### src/rtl/cla_pkg.sv
// Shared definitions for the sequential carry-lookahead adder.
// Holds the FSM state encoding and the index-width sizing helper.
// No logic of its own; imported by cla_seq_adder.
package cla_pkg;

  typedef enum logic [1:0] {
    IDLE = 2'd0,
    CALC = 2'd1,
    DONE = 2'd2
  } state_e;

  // Bits needed to count 0..n-1, never fewer than one.
  function automatic int clog2(input int n);
    int r;
    r = 0;
    for (int i = 0; i < 31; i++) begin
      if ((1 << i) < n) r = i + 1;
    end
    return (r < 1) ? 1 : r;
  endfunction

endpackage

### src/rtl/cla_group.sv
// One GROUP-bit carry-lookahead slice: sum, carry out and carry into the slice MSB.
// Latency: purely combinational.
// Backpressure: none; the owning FSM decides when the result is used.
module cla_group #(
  parameter int GROUP = 4
) (
  input  logic [GROUP-1:0] a,
  input  logic [GROUP-1:0] b,
  input  logic             cin,
  output logic [GROUP-1:0] sum,
  output logic             cout,
  output logic             c_msb
);

  logic [GROUP-1:0] g;
  logic [GROUP-1:0] p;
  logic [GROUP:0]   c;
  logic             acc;
  logic             prod;

  assign g = a & b;
  assign p = a ^ b;

  // Every carry is a flat sum of products of g, p and cin, so no carry waits on another.
  always_comb begin
    c    = '0;
    acc  = 1'b0;
    prod = 1'b0;
    c[0] = cin;
    for (int i = 0; i < GROUP; i++) begin
      acc = 1'b0;
      for (int j = 0; j <= i; j++) begin
        prod = g[j];
        for (int k = j + 1; k <= i; k++) begin
          prod = prod & p[k];
        end
        acc = acc | prod;
      end
      prod = cin;
      for (int k = 0; k <= i; k++) begin
        prod = prod & p[k];
      end
      c[i+1] = acc | prod;
    end
  end

  assign sum   = p ^ c[GROUP-1:0];
  assign cout  = c[GROUP];
  assign c_msb = c[GROUP-1];

endmodule

### src/rtl/cla_seq_adder.sv
// Multi-cycle WIDTH-bit adder: one GROUP-bit lookahead slice per clock, carry held in a register.
// Latency: out_valid rises after edge NUM_GROUPS counted from the input handshake edge (edge 0).
// Backpressure: in_ready only in IDLE; the result sits in DONE until out_ready is seen on an edge.
module cla_seq_adder
  import cla_pkg::*;
#(
  parameter int WIDTH = 16,
  parameter int GROUP = 4
) (
  input  logic             clk,
  input  logic             rst,
  input  logic             in_valid,
  output logic             in_ready,
  input  logic [WIDTH-1:0] A,
  input  logic [WIDTH-1:0] B,
  input  logic             Cin,
  output logic             out_valid,
  input  logic             out_ready,
  output logic [WIDTH-1:0] S,
  output logic             Cout,
  output logic             Ovf
);

  localparam int NUM_GROUPS = WIDTH / GROUP;
  localparam int IDX_W      = clog2(NUM_GROUPS);
  localparam logic [IDX_W-1:0] LAST_IDX = IDX_W'(NUM_GROUPS - 1);

  state_e           state_q, state_d;
  logic [IDX_W-1:0] idx_q, idx_d;
  logic             carry_q, carry_d;
  logic [WIDTH-1:0] a_q, a_d;
  logic [WIDTH-1:0] b_q, b_d;
  logic [WIDTH-1:0] s_q, s_d;
  logic             cout_q, cout_d;
  logic             ovf_q, ovf_d;
  // Keeps in_ready low until the first edge after reset release.
  logic             rdy_en_q;

  int               base;
  logic [GROUP-1:0] slice_a;
  logic [GROUP-1:0] slice_b;
  logic [GROUP-1:0] slice_sum;
  logic             slice_cout;
  logic             slice_cmsb;

  assign base    = int'(idx_q) * GROUP;
  assign slice_a = a_q[base +: GROUP];
  assign slice_b = b_q[base +: GROUP];

  cla_group #(
    .GROUP(GROUP)
  ) u_group (
    .a    (slice_a),
    .b    (slice_b),
    .cin  (carry_q),
    .sum  (slice_sum),
    .cout (slice_cout),
    .c_msb(slice_cmsb)
  );

  // Next-state and handshake outputs; idx stops at the last slice instead of wrapping.
  always_comb begin
    state_d   = state_q;
    idx_d     = idx_q;
    carry_d   = carry_q;
    a_d       = a_q;
    b_d       = b_q;
    s_d       = s_q;
    cout_d    = cout_q;
    ovf_d     = ovf_q;
    in_ready  = 1'b0;
    out_valid = 1'b0;
    case (state_q)
      IDLE: begin
        in_ready = rdy_en_q;
        if (in_valid && rdy_en_q) begin
          a_d     = A;
          b_d     = B;
          carry_d = Cin;
          idx_d   = '0;
          state_d = CALC;
        end
      end
      CALC: begin
        s_d[base +: GROUP] = slice_sum;
        carry_d            = slice_cout;
        if (idx_q == LAST_IDX) begin
          cout_d  = slice_cout;
          ovf_d   = slice_cmsb ^ slice_cout;
          state_d = DONE;
        end else begin
          idx_d = idx_q + IDX_W'(1);
        end
      end
      DONE: begin
        out_valid = 1'b1;
        if (out_ready) state_d = IDLE;
      end
      default: state_d = IDLE;
    endcase
  end

  // State and datapath registers; reset clears everything, including the visible result.
  always_ff @(posedge clk or posedge rst) begin
    if (rst) begin
      state_q  <= IDLE;
      idx_q    <= '0;
      carry_q  <= 1'b0;
      a_q      <= '0;
      b_q      <= '0;
      s_q      <= '0;
      cout_q   <= 1'b0;
      ovf_q    <= 1'b0;
      rdy_en_q <= 1'b0;
    end else begin
      state_q  <= state_d;
      idx_q    <= idx_d;
      carry_q  <= carry_d;
      a_q      <= a_d;
      b_q      <= b_d;
      s_q      <= s_d;
      cout_q   <= cout_d;
      ovf_q    <= ovf_d;
      rdy_en_q <= 1'b1;
    end
  end

  assign S    = s_q;
  assign Cout = cout_q;
  assign Ovf  = ovf_q;

endmodule

### config.mk
export PLATFORM = sky130hd
export DESIGN_NAME = cla_seq_adder
export DESIGN_NICKNAME = d
export VERILOG_FILES = /design/src/rtl/cla_pkg.sv /design/src/rtl/cla_group.sv /design/src/rtl/cla_seq_adder.sv
export SDC_FILE = /design/constraint.sdc
export NUM_CORES = 1
export LEC_CHECK = 0
export CAP_MARGIN = 10
export CORE_ASPECT_RATIO = 1.75
export CORE_MARGIN = 3
export CORE_UTILIZATION = 51
export CTS_CLUSTER_DIAMETER = 50
export DETAILED_ROUTE_END_ITERATION = 10
export PLACE_DENSITY = 0.8
export SLEW_MARGIN = 0
export SYNTH_ARGS = -nofsm -noshare
export SYNTH_HDL_FRONTEND = slang
export SYNTH_HIERARCHICAL = 1
export SYNTH_SLANG_ARGS = --single-unit
### constraint.sdc
create_clock -name clk -period 3.4 [get_ports clk]
set_input_delay 0.68 -clock clk [delete_from_list [all_inputs] [get_ports clk]]
set_output_delay 0.68 -clock clk [all_outputs]
set_load 0.02 [all_outputs]
==> results.cfg, run 1 <==
[logic_synthesis]
yosysSeqAreaShare_pct = 51.3
async_flop_share_pct = 100
synth_ff_type = dfrtp_1
ys_top_cells_by_area = dfrtp_1 51%, mux2_2 14%, mux4_2 6.6%
synth-seq-cells = 56
yosysWarnings = 6
syn_nets = 242
ys_types = 37
synth_top_area_cell = dfrtp_1
synth_common_cells = 56 x dfrtp_1, 33 x mux2_2, 18 x nand2_1
syn_area_sq_um = 2730
synth_most_common_cell = dfrtp_1
syn-mean-instance-area_sq_um = 14.2
syn_inst = 193
synth_edf_count = 0
synth_top_area_share_pct = 51.3

[setup_path]
cp_cell_sequence = mux4_2, ha_1, ha_1, o211ai_1, nand2_2, xor2_1, nand3b_1, o31ai_1
critPathMaxStageDelay_ns = 0.68
critical_path_class = register to register
required_ns = 3.62
crit_path_frequent_cell = ha_1
critPathLaunchType = register
crit_fanout = 10
timing.critical_path.buf_inv = 0
cp_slowest_cell = dfrtp_1
cp-end-kind = register
worstPathArrival_ns = 2.93
crit_family = flip-flops

[power]
powerDensity_nw_per_um2 = 1020
peakVddDrop_uv = 499
power.leakage_uw = 0.00147

[die]
core_sq_um = 5060
die_x_um = 61.3
die-area_sq_um = 6310
rows = 34
start_util_pct = 54.0
die_y_um = 103
pin_count = 57

[routing]
drc = 0
wl_per_cell_um = 16.8
dr.pass1.iters = 4
drt-initial-drc-count = 22
via_count = 1743
vias_per_cell = 5.64
drt_wl_total_um = 5180
postRouteAntennaNets = 0

[timing]
fin_crit_sh_pct = 79.7
setup_viol = 0
hold_viol = 0
rsz0062_at_grt = no
maxSlewViolCount = 0
setup_tns_ns = 0
slew_headroom_pct = 55.3
max_freq_mhz = 369
skew_ns = 0.00888
min_period_ns = 2.71
max_slew.worst_pin.slew_ns = 0.671

[placement]
routabilityCongestion = 0.885
io_buffers = 56
dp_hpwl_um = 4080
dp.cells = 301

[final_layout]
area_growth_pct = 25.6
final_cells = 309
num_antenna_cells = 0
nets = 303
drive_above_1_share_pct = 25.9

[global_routing]
grt.total_usage_pct = 19.3
grt_pass1_vias = 1911
antenna_found_initial = 0
grt_pass1_wl_um = 8900
overflow = 0
grt_max_degree = 33

[clock_tree]
clk_pin_slew_ns = 0.09
clockBufferDepth = 2
cts_tree = built
cts_max_level = 2
post_cts_buffers = 0
cts_made_buffers = 5
root_buffer = clkbuf_8
clock_sinks = 56
clock_latency_ns = 0.31
ctsHoldBuffers = 0
cts-resized-gates = 0

[run]
drv_cap = 0

[outcome]
status = completed

[worst_hold_path]
hold_path.class = register to register
cell usage in the layout (no fill, tap or decap), drive strengths merged, types with 5 or more instances in the layout:
cell           count
clkbuf             8
buf                5
dfrtp             56
a22o              11
nand3b             6
mux2              35
mux4               8
nand2             19
nor2               5
o21ai              8
clkdlybuf4s50     56
ha                11
layout make-up:
cell class                 instances  area [sq um]
fill                             387          1630
sequential                        56          1400
multi-input combinational        127          1260
timing repair buffer              61           598
clock buffer                       8          90.1
tap                               54          67.6
inverter                           3          11.3
path summary, 6_finish.rpt:
path	cells after the start	from	slack, ns	endpoint
hold reg to reg	2	S[6]$_DFFE_PP0P_	0.49	S[6]$_DFFE_PP0P_
hold / removal	2	S[6]$_DFFE_PP0P_	0.49	S[6]$_DFFE_PP0P_
setup reg to reg	8	idx_q[0]$_DFFE_PP0P_	0.69	S[15]$_DFFE_PP0P_
min in group asynchronous	2	rst	0.66	S[9]$_DFFE_PP0P_
max in group asynchronous	3	rst	2.14	b_q[5]$_DFFE_PP0P_
setup / recovery	8	idx_q[0]$_DFFE_PP0P_	0.69	S[15]$_DFFE_PP0P_
cell families (layout without fill, tap and decap cells):
logic type               Yosys count  after routing  share of synthesized area (%)
flip-flops                        56             56                           51.3
multiplexers                      43             43                           21.0
AND/OR/NAND/NOR                   40             40                           11.0
AO/OA/AOI/OAI                     27             27                           7.10
adder cells (fa/ha/maj)           12             12                           5.77
buffers and inverters             10             72                           2.43
XOR/XNOR                           4              4                           1.28
other                              1              1                          0.137
worst register-to-register path: cells and delay by family (launching register included):
family          cells  cell delay, ns
mux                 1            0.61
compound gates      2            0.40
flops               1            0.68
simple gates        2            0.22
fa+ha+maj           2            0.49
xor+xnor            1            0.22
state kept, by name, summed over array words and instances, names as in the netlist:
signal and flops:
S 16, b_q 16, idx_q 2, a_q 16, state_q 2, carry_q 1
rdy_en_q 1, Ovf 1, Cout 1
metal layers:
metal	up-vias	track usage, %	share of wire, %
met1	845	21.3	37
li1	825	-	-
met2	52	33.6	54
met5	-	0	0
met3	21	3.26	3.8
met4	0	11.3	5.0
per-stage QoR:
| step | hold WS [ns] | worst slack (ns) | instance area (sq um) | util, % | total power (uW) |
|---|---|---|---|---|---|
| final | 0.485 | 0.691 | 3430 | 67.8 | 3490 |
| after global routing | 0.526 | 0.371 | 3430 | 67.8 | 3760 |
| after CTS | 0.493 | 0.644 | 3430 | 67.8 | 3510 |
| after detailed placement | 0.471 | 0.660 | 3340 | 66.0 | 3140 |
| after global placement | 0.464 | 0.721 | 3340 | 66.0 | 3090 |
| after floorplan | 0.452 | 0.799 | 2730 | - | 2580 |
power by group:
group / switching (uW) / internal, uW / leakage [uW]
clock: 206 / 167 / 0.0000455
combinational: 951 / 966 / 0.000729
sequential: 230 / 969 / 0.000700
total: 1390 / 2100 / 0.00147
(Power assumes the default switching activity.)
==> run 2, diff against run 1 <==
Settings changed: CORE_UTILIZATION 51 to 46, PLACE_DENSITY 0.8 to 0.76.
Clock period 3.4 ns to 2.4 ns, I/O delays scaled along.
==> run 2 against run 1 <==
Die area up 10%. Count of clock-buffer cells in the layout unchanged. Hold slack worse by 0.0029 ns. Design area up 3.9%. Critical path type unchanged.
==> results.cfg, run 2 (synthesis gave the netlist of run 1 again) <==
[clock_tree]
cts_max_level = 2
cts_tree = built
cts_made_buffers = 5
ctsHoldBuffers = 0
clk_pin_slew_ns = 0.09
clock_latency_ns = 0.30
root_buffer = clkbuf_8
clock_sinks = 56
clockBufferDepth = 2

[routing]
route.met3.wl_um = 146
drt-initial-drc-count = 57
vias_per_cell = 5.13
wl_per_cell_um = 15.0
wl_met2_um = 2790
drt_wl_total_um = 5040
wl_met1_um = 2030
top_layer = met4
postRouteAntennaNets = 0
dr.pass1.iters = 2
drc = 0
via_count = 1725

[timing]
fin_crit_sh_pct = 97.6
fin_ws_ns = 0.0564
hold_viol = 0
maxSlewViolCount = 0
skew_ns = 0.00813
max_freq_mhz = 427
rsz0062_at_grt = yes
min_period_ns = 2.34
setup_viol = 0

[outcome]
status = completed

[setup_path]
critPathLaunchType = register
cp_cell_sequence = mux4_2, ha_4, ha_4, o211ai_1, nand2_2, xor2_2, nand3b_1, nor2_1, a22o_1
cp-end-kind = register
crit_family = multiplexers
critPathMaxStageDelay_ns = 0.58
crit_path_frequent_cell = ha_4
cp_slowest_cell = mux4_2
worstPathArrival_ns = 2.54
critical_path_class = register to register
timing.critical_path.buf_inv = 0
crit_fanout = 6
required_ns = 2.60

[global_routing]
grt_pass1_vias = 1774
grt_max_degree = 57
grt_pass1_wl_um = 8460
antenna_found_initial = 0
overflow = 0
grt.total_usage_pct = 15.8

[final_layout]
fin_area_sq_um = 3570
area_growth_pct = 30.5
final_common_cell = clkdlybuf4s50_1
layout_common_cells = 56 x clkdlybuf4s50_1, 55 x dfrtp_1, 33 x mux2_2, 18 x nand2_1, 11 x a22o_1
seq_area_sq_um = 1400
num_antenna_cells = 0
nets = 308
utilization_pct = 62.9
drive_above_1_share_pct = 29.6
fill_cells = 481
multi_input_area_sq_um = 1310
final_cells = 336

[power]
peakVddDrop_uv = 689
power.leakage_uw = 0.00151
powerDensity_nw_per_um2 = 1450

[placement]
dp.cells = 326
dp_hpwl_um = 3860
dp_slack_ns = 0.0201
postPlaceCellArea_sq_um = 3450
io_buffers = 56
routabilityCongestion = 0.798

[die]
die-area_sq_um = 6940
die_x_um = 64.3
die_y_um = 108
core_sq_um = 5680
rows = 36
pin_count = 57
start_util_pct = 48.1

[worst_hold_path]
hold_path.class = register to register

[run]
drv_cap = 0
[run 2: cell types whose count changed in the layout (fill, tap and decap cells not counted), moves of 2 or more]
cell | before | now
buf_12 | 0 | 2
buf_4 | 5 | 8
ha_1 | 11 | 9
ha_4 | 0 | 2
[run 2: worst reg2reg max path: stages, from the launching register on]
cell and delay, ns:
dfrtp_2 0.45, mux4_2 0.58, ha_4 0.24, ha_4 0.15, o211ai_1 0.18, nand2_2 0.13
xor2_2 0.17, nand3b_1 0.11, nor2_1 0.05, a22o_1 0.17
[run 2: metrics by stage]
step	power, uW	TNS, ns	hold slack, ns
2_1_floorplan	3770	-0.0911	0.452
3_3_place_gp	4540	0	0.464
3_5_place_dp	4610	0	0.470
4_1_cts	5130	0	0.492
5_1_grt	5570	-0.00903	0.518
6_report	5170	0	0.482
[run 2: what timing repair did]
action | 4_1_cts | 5_1_grt
endpoints found under the setup margin | 0 | 7
setup buffers | 0 | 2
resized for setup | 0 | 2
[run 2: power breakdown]
group	internal [uW]	leakage, uW	total [uW]	switching [uW]
registers	1380	0.000699	1650	278
clock network	236	0.0000455	519	283
logic	1550	0.000768	3000	1450
total	3160	0.00151	5170	2010
[run 2: routing by layer]
metal / GRT usage (%) / vias up
met5: 0 / -
met4: 6.20 / 0
met3: 2.81 / 4
met2: 28.7 / 36
met1: 18.1 / 855
li1: - / 830
[run 2: worst paths after layout]
check	start	endpoint	slack [ns]	cells past startpoint
max	idx_q[0]$_DFFE_PP0P_	S[7]$_DFFE_PP0P_	0.06	9
min	S[5]$_DFFE_PP0P_	S[5]$_DFFE_PP0P_	0.48	2
min in group asynchronous	rst	S[9]$_DFFE_PP0P_	0.53	3
min reg2reg	S[5]$_DFFE_PP0P_	S[5]$_DFFE_PP0P_	0.48	2
max reg2reg	idx_q[0]$_DFFE_PP0P_	S[7]$_DFFE_PP0P_	0.06	9
max in group asynchronous	rst	idx_q[0]$_DFFE_PP0P_	1.60	3
[run 2: final cells by class]
cell class | count | share of cell area [%]
Clock buffer | 8 | 2.53
Inverter | 3 | 0.316
Tap cell | 76 | 2.67
Multi-Input combinational cell | 127 | 36.7
Timing Repair Buffer | 66 | 18.5
Sequential cell | 56 | 39.3
==> run 3, diff against run 2 <==
Settings changed: REMOVE_ABC_BUFFERS set to 1.
==> run 3 against run 2 <==
Maximum frequency grew 0.26%. Flip-flop and latch count is the same. Clock skew shrank 0.0024 ns. Critical path depth is the same. Cell count grew 0.89%.
==> results.cfg, run 3 (synthesis gave the netlist of run 1 again) <==
[setup_path]
r2r_end = S[7]$_DFFE_PP0P_
critical_path_class = register to register
critPathLaunchType = register
crit_start = idx_q[1]$_DFFE_PP0P_
cp_slowest_cell = mux4_2
r2r-start = idx_q[1]$_DFFE_PP0P_
critPathMaxStageDelay_ns = 0.57
worstPathArrival_ns = 2.54
rrSetupSlack_ns = 0.06
r2r_cells = 9
crit_fanout = 3
cp-end-kind = register
required_ns = 2.60
cp_cell_sequence = mux4_2, ha_4, ha_2, o211ai_1, nand2_2, xor2_2, nand3b_1, nor2_1, a22o_1

[clock_tree]
ctsHoldBuffers = 0
clockBufferDepth = 2
clock_sinks = 56
cts_made_buffers = 5
clock_latency_ns = 0.30
clk_pin_slew_ns = 0.10
cts_max_level = 2
cts_tree = built
root_buffer = clkbuf_8

[global_routing]
grt_pass1_wl_um = 8630
antenna_found_initial = 0
grt.total_usage_pct = 16.0
overflow = 0
grt_max_degree = 34
grt_pass1_vias = 1857

[final_layout]
utilization_pct = 64.0
layout_common_cells = 56 x dfrtp_1, 56 x clkdlybuf4s50_1, 33 x mux2_2, 18 x nand2_1, 11 x a22o_1
final_cells = 339
nets = 311
drive_above_1_share_pct = 31.6
seq_area_sq_um = 1400
num_antenna_cells = 0
multi_input_area_sq_um = 1320
area_growth_pct = 32.9
fin_area_sq_um = 3630
fill_cells = 463

[die]
pin_count = 57
die_y_um = 108
die_x_um = 64.3
die-area_sq_um = 6940
core_sq_um = 5680
start_util_pct = 48.1
rows = 36

[routing]
drc = 0
dr.pass1.iters = 4
wl_per_cell_um = 15.5
wl_met2_um = 2940
drt_wl_total_um = 5260
top_layer = met4
vias_per_cell = 5.31
route.met3.wl_um = 147
drt-initial-drc-count = 51
postRouteAntennaNets = 0
wl_met1_um = 2010
via_count = 1800

[timing]
hold_viol = 0
hold_slack_ns = 0.482
max_freq_mhz = 428
skew_ns = 0.00569
max_slew.worst_pin.slew_ns = 0.663
slew_headroom_pct = 55.7
setup_viol = 0
maxSlewViolCount = 0
fin_crit_sh_pct = 97.4
min_period_ns = 2.34

[run]
drv_cap = 0

[power]
powerDensity_nw_per_um2 = 1550
power.leakage_uw = 0.00155
peakVddDrop_uv = 797

[placement]
io_buffers = 56
dp.cells = 329
dp_hpwl_um = 4090
postPlaceCellArea_sq_um = 3430
routabilityCongestion = 0.832

[worst_hold_path]
hp-start = S[8]$_DFFE_PP0P_
hold_path.class = register to register
holdPathStages = 2
hold_end = S[8]$_DFFE_PP0P_

[outcome]
status = completed
==> run 3: changes by cell type in the layout (fill, tap and decap cells not counted), sizes merged <==
| cell | delta |
|---|---|
| buf | +3 |
| bufinv | +1 |
| clkbuf | -1 |
==> run 3: where the power goes <==
group,switching (uW),internal [uW],total (uW)
Combinational,1610,1750,3360
Clock,290,368,658
Sequential,248,1380,1620
Total,2140,3490,5640
==> run 3: worst max-delay path: cells and delay by family (launching register included) <==
kind | cells | cell delay, ns
muxes | 1 | 0.57
DFF | 1 | 0.39
adders and majority gates | 2 | 0.43
and+or+nand+nor | 3 | 0.29
xor gates and xnor gates | 1 | 0.17
AOI/OAI and AO/OA | 2 | 0.38
==> run 3: how the worst max path moves through the flow <==
stage                                   end  depth (start not counted)
after floorplan           S[15]$_DFFE_PP0P_                          8
after global placement      Ovf$_DFFE_PP0P_                          8
after detailed placement  S[11]$_DFFE_PP0P_                          9
after CTS                   Ovf$_DFFE_PP0P_                          9
after global routing      S[15]$_DFFE_PP0P_                          8
final                      S[7]$_DFFE_PP0P_                          9
==> run 3: routing by layer <==
layer / vias to the layer above / global-route usage, %
met5: - / 0
met3: 12 / 2.49
li1: 839 / -
met4: 0 / 8.17
met2: 46 / 28.6
met1: 903 / 18.1
==> run 3: layout make-up <==
cell class,instances,share of cell area [%]
flip-flops and latches,56,38.6
multi-input cells,127,36.3
repair buffers,69,18.7
clock buffers,7,2.65
well taps,76,2.62
clock inverters,1,0.827
inverters,3,0.310
==> run 3: repair_timing <==
| item | CTS | global route |
|---|---|---|
| pin swaps | 1 | 3 |
| hold endpoints to repair | 0 | 0 |
| resized for setup | 1 | 10 |
| setup endpoints to repair | 3 | 9 |
| setup buffers | 1 | 1 |
==> run 3: through the flow <==
step,power [uW],setup slack [ns],TNS [ns]
final,5640,0.0624,0
after global routing,5990,-0.0196,-0.0421
after CTS,5350,0.00172,0
after detailed placement,4610,-0.0189,-0.0189
after global placement,4520,0.0810,0
after floorplan,3590,-0.318,-2.09
